--- src/rtl/model_issue_ctrl.sv ---
// model_issue_ctrl: issues stimulus instructions to a DUT and a golden
// reference model (GRM) in lockstep, buffers GRM results until the DUT
// answers, and presents aligned DUT/GRM pairs for checking.
//
// Handshake: an instruction transfers on a cycle where dut_in_valid and
// dut_in_ready are both high; stim_ready and grm_in_valid mirror that
// transfer. Result pairing is zero-latency: cmp_valid is asserted in the
// same cycle dut_out_valid rises, provided a GRM result is buffered or
// arriving in that cycle.
module model_issue_ctrl #(
  parameter int unsigned DEPTH   = 4,
  parameter int unsigned TIMEOUT = 1023
) (
  input  logic                       g_clk,
  input  logic                       g_resetn,
  // stimulus side
  input  logic                       stim_valid,
  output logic                       stim_ready,
  input  logic [31:0]                stim_insn_enc,
  input  logic [31:0]                stim_rs1,
  input  logic                       drain_req,
  // issue to DUT / GRM
  output logic                       dut_in_valid,
  input  logic                       dut_in_ready,
  output logic [31:0]                dut_insn_enc,
  output logic [31:0]                dut_rs1,
  output logic                       grm_in_valid,
  // GRM results
  input  logic                       grm_out_valid,
  input  logic [2:0]                 grm_result,
  input  logic                       grm_rd_wen,
  input  logic [4:0]                 grm_rd_addr,
  input  logic [31:0]                grm_rd_data,
  // DUT results
  input  logic                       dut_out_valid,
  // comparison side
  output logic                       cmp_valid,
  output logic [40:0]                cmp_grm_pkt,
  // status / debug
  output logic [$clog2(DEPTH):0]     outstanding,
  output logic [1:0]                 state,
  output logic                       drain_done,
  output logic [2:0]                 err_flags
);

  localparam int unsigned CW = $clog2(DEPTH) + 1;
  localparam int unsigned PW = $clog2(DEPTH);
  localparam int unsigned TW = $clog2(TIMEOUT + 1);
  localparam int unsigned PKT_W = 41;

  localparam logic [CW-1:0] DEPTH_C   = CW'(DEPTH);
  localparam logic [TW-1:0] TIMEOUT_C = TW'(TIMEOUT);

  typedef enum logic [1:0] {
    ST_RUN   = 2'd0,
    ST_DRAIN = 2'd1,
    ST_DONE  = 2'd2,
    ST_HALT  = 2'd3
  } state_t;

  state_t            state_q, state_d;
  logic [CW-1:0]     out_q, out_d;
  logic [CW-1:0]     fcnt_q, fcnt_d;
  logic [PW-1:0]     rd_ptr_q, rd_ptr_d;
  logic [PW-1:0]     wr_ptr_q, wr_ptr_d;
  logic [PKT_W-1:0]  mem_q [DEPTH];
  logic [TW-1:0]     tmo_q, tmo_d;
  logic [2:0]        err_q, err_d;
  logic              done_q, done_d;

  logic [PKT_W-1:0]  grm_pkt;
  logic              fifo_empty;
  logic              fifo_full;
  logic              issue_ok;
  logic              issue;
  logic              bypass;
  logic              pop;
  logic              push_req;
  logic              push;
  logic              overrun;
  logic              spurious;
  logic              tmo_hit;

  // GRM result packed in the order the checker expects
  assign grm_pkt    = {grm_result, grm_rd_wen, grm_rd_addr, grm_rd_data};
  assign fifo_empty = (fcnt_q == '0);
  assign fifo_full  = (fcnt_q == DEPTH_C);

  // Issue only while running and while the DUT has room for more work
  assign issue_ok     = stim_valid && (state_q == ST_RUN) && (out_q < DEPTH_C);
  assign issue        = issue_ok && dut_in_ready;
  assign dut_in_valid = issue_ok;
  assign stim_ready   = issue;
  assign grm_in_valid = issue;
  assign dut_insn_enc = stim_insn_enc;
  assign dut_rs1      = stim_rs1;

  // A DUT result pairs with the oldest buffered GRM result, or with the
  // GRM result arriving this very cycle when nothing is buffered.
  assign cmp_valid   = dut_out_valid && (!fifo_empty || grm_out_valid);
  assign cmp_grm_pkt = fifo_empty ? grm_pkt : mem_q[rd_ptr_q];

  // The bypassed GRM result is consumed directly and never enters the FIFO
  assign bypass   = fifo_empty && grm_out_valid && dut_out_valid;
  assign pop      = cmp_valid && !fifo_empty;
  assign push_req = grm_out_valid && !bypass;
  assign push     = push_req && (!fifo_full || pop);
  assign overrun  = push_req && fifo_full && !pop;
  assign spurious = dut_out_valid && fifo_empty && !grm_out_valid;

  // FIFO pointer and occupancy bookkeeping
  always_comb begin
    rd_ptr_d = rd_ptr_q;
    wr_ptr_d = wr_ptr_q;
    fcnt_d   = fcnt_q;
    if (pop) begin
      rd_ptr_d = rd_ptr_q + 1'b1;
    end
    if (push) begin
      wr_ptr_d = wr_ptr_q + 1'b1;
    end
    if (push && !pop) begin
      fcnt_d = fcnt_q + 1'b1;
    end else if (pop && !push) begin
      fcnt_d = fcnt_q - 1'b1;
    end
  end

  // Outstanding count: issues in, DUT responses out; a response with
  // nothing outstanding is not allowed to wrap the counter.
  always_comb begin
    out_d = out_q;
    if (issue && !cmp_valid) begin
      out_d = out_q + 1'b1;
    end else if (cmp_valid && !issue && (out_q != '0)) begin
      out_d = out_q - 1'b1;
    end
  end

  // Timeout counter: idle or answering DUT clears it, otherwise it
  // counts up and holds once it reaches the limit.
  always_comb begin
    tmo_d = tmo_q;
    if ((out_q == '0) || dut_out_valid) begin
      tmo_d = '0;
    end else if (tmo_q != TIMEOUT_C) begin
      tmo_d = tmo_q + 1'b1;
    end
  end

  assign tmo_hit = (tmo_d == TIMEOUT_C);

  // Sticky error accumulation {timeout, spurious, overrun}
  always_comb begin
    err_d = err_q | {tmo_hit, spurious, overrun};
  end

  // Controller next-state: errors win over drain handling; HALT is terminal
  always_comb begin
    state_d = state_q;
    done_d  = 1'b0;
    if (err_q != 3'b000) begin
      state_d = ST_HALT;
    end else begin
      case (state_q)
        ST_RUN: begin
          if (drain_req) begin
            state_d = ST_DRAIN;
          end
        end
        ST_DRAIN: begin
          if ((out_q == '0) && fifo_empty) begin
            state_d = ST_DONE;
            done_d  = 1'b1;
          end
        end
        ST_DONE: begin
          if (!drain_req) begin
            state_d = ST_RUN;
          end
        end
        default: begin
          state_d = state_q;
        end
      endcase
    end
  end

  // Control and status registers with synchronous active-low reset
  always_ff @(posedge g_clk) begin
    if (!g_resetn) begin
      state_q  <= ST_RUN;
      out_q    <= '0;
      fcnt_q   <= '0;
      rd_ptr_q <= '0;
      wr_ptr_q <= '0;
      tmo_q    <= '0;
      err_q    <= 3'b000;
      done_q   <= 1'b0;
    end else begin
      state_q  <= state_d;
      out_q    <= out_d;
      fcnt_q   <= fcnt_d;
      rd_ptr_q <= rd_ptr_d;
      wr_ptr_q <= wr_ptr_d;
      tmo_q    <= tmo_d;
      err_q    <= err_d;
      done_q   <= done_d;
    end
  end

  // GRM result storage; contents are don't-care while the FIFO is empty
  always_ff @(posedge g_clk) begin
    if (push) begin
      mem_q[wr_ptr_q] <= grm_pkt;
    end
  end

  assign outstanding = out_q;
  assign state       = state_q;
  assign drain_done  = done_q;
  assign err_flags   = err_q;

endmodule
--- config.mk ---
export PLATFORM = sky130hd
export DESIGN_NAME = model_issue_ctrl
export DESIGN_NICKNAME = d
export VERILOG_FILES = /design/src/rtl/model_issue_ctrl.sv
export SDC_FILE = /design/constraint.sdc
export NUM_CORES = 1
export LEC_CHECK = 0
export CAP_MARGIN = 20
export CORE_MARGIN = 10
export CORE_UTILIZATION = 40
export DETAILED_ROUTE_END_ITERATION = 8
export PLACE_DENSITY = 0.65
export SLEW_MARGIN = 0
export SYNTH_ARGS = -nofsm -noshare
export SYNTH_HDL_FRONTEND = slang
export SYNTH_SLANG_ARGS = --single-unit
--- constraint.sdc ---
create_clock -name g_clk -period 7 [get_ports g_clk]
set_input_delay 1.4 -clock g_clk [delete_from_list [all_inputs] [get_ports g_clk]]
set_output_delay 1.4 -clock g_clk [all_outputs]
set_load 0.02 [all_outputs]
==> summary.txt <==
Power
  • Power share of the combinational group: 36.7%
  • Overall power: 3.89 mW
  • Leakage: 3.36 nW
  • Psw: 1.29 mW
  • P_int: 2.60 mW
  • Sw Ratio: 33.1%
  • Maximum vdd drop: 247 uV
  • Part of the power in registers: 39.4%
  • PD cells: 399 mW/mm^2
  • Clock network power share: 23.9%

Place
  • Port bufs: 101
  • Placer Congestion: 0.767
  • HPWL after DPL: 11100 microns
  • Placed cells: 867

Synth
  • Top-area cell type share of the netlist area: 59.0%
  • Predominant post-synthesis flop cell: edfxtp_1
  • Ys async rst share: 0%
  • Synth area leaders: edfxtp_1, mux4_2, dfxtp_1
  • Synthesized area per cell: 14.5 sq um
  • Synthesized cell area: 0.00835 sq mm
  • Yosys reg bits: 192
  • Yosys cell types: 43
  • Most instantiated cells after synthesis: edfxtp_1, nand2_1, buf_4
  • Count of flip-flops with a built-in enable after synthesis: 164
  • Synth warn: 0
  • Seq/Total Area, Yosys: 65.7%
  • Syn_nets: 702
  • Syn Inst Count: 578
  • Area leader, netlist: edfxtp_1
  • Most common cell in the netlist: edfxtp_1

Critical path
  • R2r startpoint: fcnt_q[0]
  • FF-to-FF path depth: 8
  • Worst Setup Start Kind: input port
  • Reg-to-Reg End: fcnt_q[2]
  • R2r setup slk: 4.05 ns
  • Required time worst endpoint: 5.60 ns
  • Max FO, Critical Path: 4
  • Crit. Startpoint: grm_out_valid
  • CP Class: input port to primary output
  • Critical Path AT: 2.91 ns
  • CP endpoint kind: primary output

Timing
  • Worst-margin pin slew: 1.07 ns
  • Final hold vios: 0
  • # setup viols final: 0
  • Slew margin rel.: 28.6%
  • Fin. max-slew vios: 0
  • Clock skew: 0.00831 ns
  • Fmax: 232 MHz
  • RSZ-0062 raised after global routing: no
  • Setup_tns: 0 ns
  • Final worst path period share: 61.5%
  • Final min period: 4.31 ns

Min path
  • WHS Endpoint: err_flags[0]
  • Hold-critical path depth: 2
  • Hold WC Path Type: register to register
  • Hold_sp: err_flags[0]

Clock tree
  • Post-CTS Setup Bufs: 0
  • Clock Latency Late Sink: 0.42 ns
  • CTS sink cnt: 192
  • Clock root cell: clkbuf_16
  • PostCTS Resize Cnt: 0
  • Clk slew on worst S/H paths: 0.07 ns
  • Clock buffer depth: 2
  • Hold buffer count at cts: 0
  • CTS tree: yes
  • H-tree depth: 4
  • CTS buffer count: 17

Detailed routing
  • Initial DRC count: 330
  • Avg WL per Cell: 19.5 microns
  • DRT Pass-1 Iters: 4
  • Antenna viol nets, final: 0
  • Routed wire length: 17500 microns
  • Vias: 4657
  • Drt drc: 0
  • Via/cell ratio: 5.20

Final layout
  • Area of the multi-input gates: 0.00227 sq mm
  • Filler instances: 1773
  • Ratio of cells with drive above 1 in the final layout: 14.1%
  • Non-Filler Instances: 896
  • Area delta synth->final: 16.8%
  • N_diodes: 0
  • Register area: 0.00549 sq mm
  • Final net count: 740

Floorplan
  • Site Rows: 52
  • I/O Pins: 230
  • Full die area: 0.0271 sq mm
  • Chip height: 165 microns
  • Core Region: 0.0204 sq mm
  • Die X: 165 microns
  • Initial Util: 41.0%

Global route
  • Global-route wire length before repair: 26800 microns
  • Total GRT Usage: 12.7%
  • Largest net degree at the start of global routing: 46
  • Global route total overflow: 0
  • Initial antenna violation count: 0
  • Number of global-route vias before repair: 4910

Flow run
  • # Max-Cap Violations: 0

Status
  • Outcome: complete, no violations
[area by class of cell]
cell class,count,area share [%]
Tap cell,270,3.46
Sequential cell,192,56.3
Inverter,8,0.308
Timing Repair Buffer,107,11.0
Multi-Input combinational cell,290,23.2
Clock inverter,12,1.40
Clock buffer,17,4.36
[per-layer routing]
| metal | share of wire, % | GRT usage (%) | up-vias | routed length [microns] |
|---|---|---|---|---|
| met5 | 0 | 0 | - | 0 |
| met4 | 2.5 | 5.31 | 0 | 437 |
| met3 | 8.6 | 4.51 | 51 | 1500 |
| met2 | 47 | 20.5 | 153 | 8280 |
| met1 | 41 | 15.3 | 2334 | 7240 |
| li1 | - | - | 2119 | - |
[how the worst max path moves through the flow]
| stage | end | slack (ns) | cells past startpoint |
|---|---|---|---|
| finish | cmp_valid | 2.69 | 4 |
| global route | cmp_valid | 2.60 | 4 |
| CTS | cmp_valid | 2.69 | 4 |
| detailed placement | cmp_valid | 2.70 | 4 |
| global placement | cmp_valid | 2.68 | 4 |
| floorplan | cmp_valid | 3.66 | 2 |
[registers in the layout, indices dropped and copies added (netlist names), named ones only]
name / cells
state: 2
mem_q: 164
drain_done: 1
outstanding: 3
rd_ptr_q: 2
err_flags: 3
fcnt_q: 3
wr_ptr_q: 2
tmo_q: 10
[worst max-delay path, cell delays in order]
cell and delay (ns):
clkdlybuf4s50_1 0.45, o41ai_1 0.41, inv_1 0.09, clkdlybuf4s50_1 0.56
[cell families (layout without fill, tap and decap cells)]
family / after synthesis / after routing / synth area share (%)
compound gates: 26 / 26 / 2.01
flops: 192 / 192 / 65.7
simple gates: 194 / 194 / 9.99
xor+xnor: 9 / 9 / 0.944
fa+ha+maj: 12 / 12 / 1.98
buf+inv: 96 / 144 / 7.34
mux: 49 / 49 / 12.1
[placed cells by master, fill, tap and decap left out, drive strengths merged, types with 2 or more instances in the layout]
cell / n
clkinvlp: 3
and4: 2
and3: 2
clkdlybuf4s50: 101
nand4: 2
ha: 10
nand3: 7
o21ai: 5
nor3: 7
clkbuf: 17
nand2: 130
inv: 11
fa: 2
buf: 6
o21a: 2
and2: 6
xor2: 6
mux4: 41
dfxtp: 28
clkinv: 4
edfxtp: 164
nor4b: 3
xnor2: 3
nor2: 25
or3: 5
a21oi: 9
a31oi: 3
mux2i: 7
bufinv: 2
[power groups by stage]
stage	Sequential (mW)	Combinational (mW)	Clock [mW]
global placement	1.57	1.42	0
global route	1.56	1.55	1.00
CTS	1.54	1.46	0.954
detailed placement	1.57	1.45	0
finish	1.53	1.43	0.931
floorplan	1.49	0.971	0
[per-stage QoR]
stage	area (sq um)	setup WS (ns)	utilization (%)	hold slack [ns]
after global routing	9750	2.60	47.9	0.557
after CTS	9750	2.69	47.9	0.523
after detailed placement	9190	2.70	45.1	0.501
final	9750	2.69	47.9	0.515
after floorplan	8350	3.66	-	0.484
after global placement	9170	2.68	45.0	0.478
Note: power is estimated with default switching activity, not from simulation.
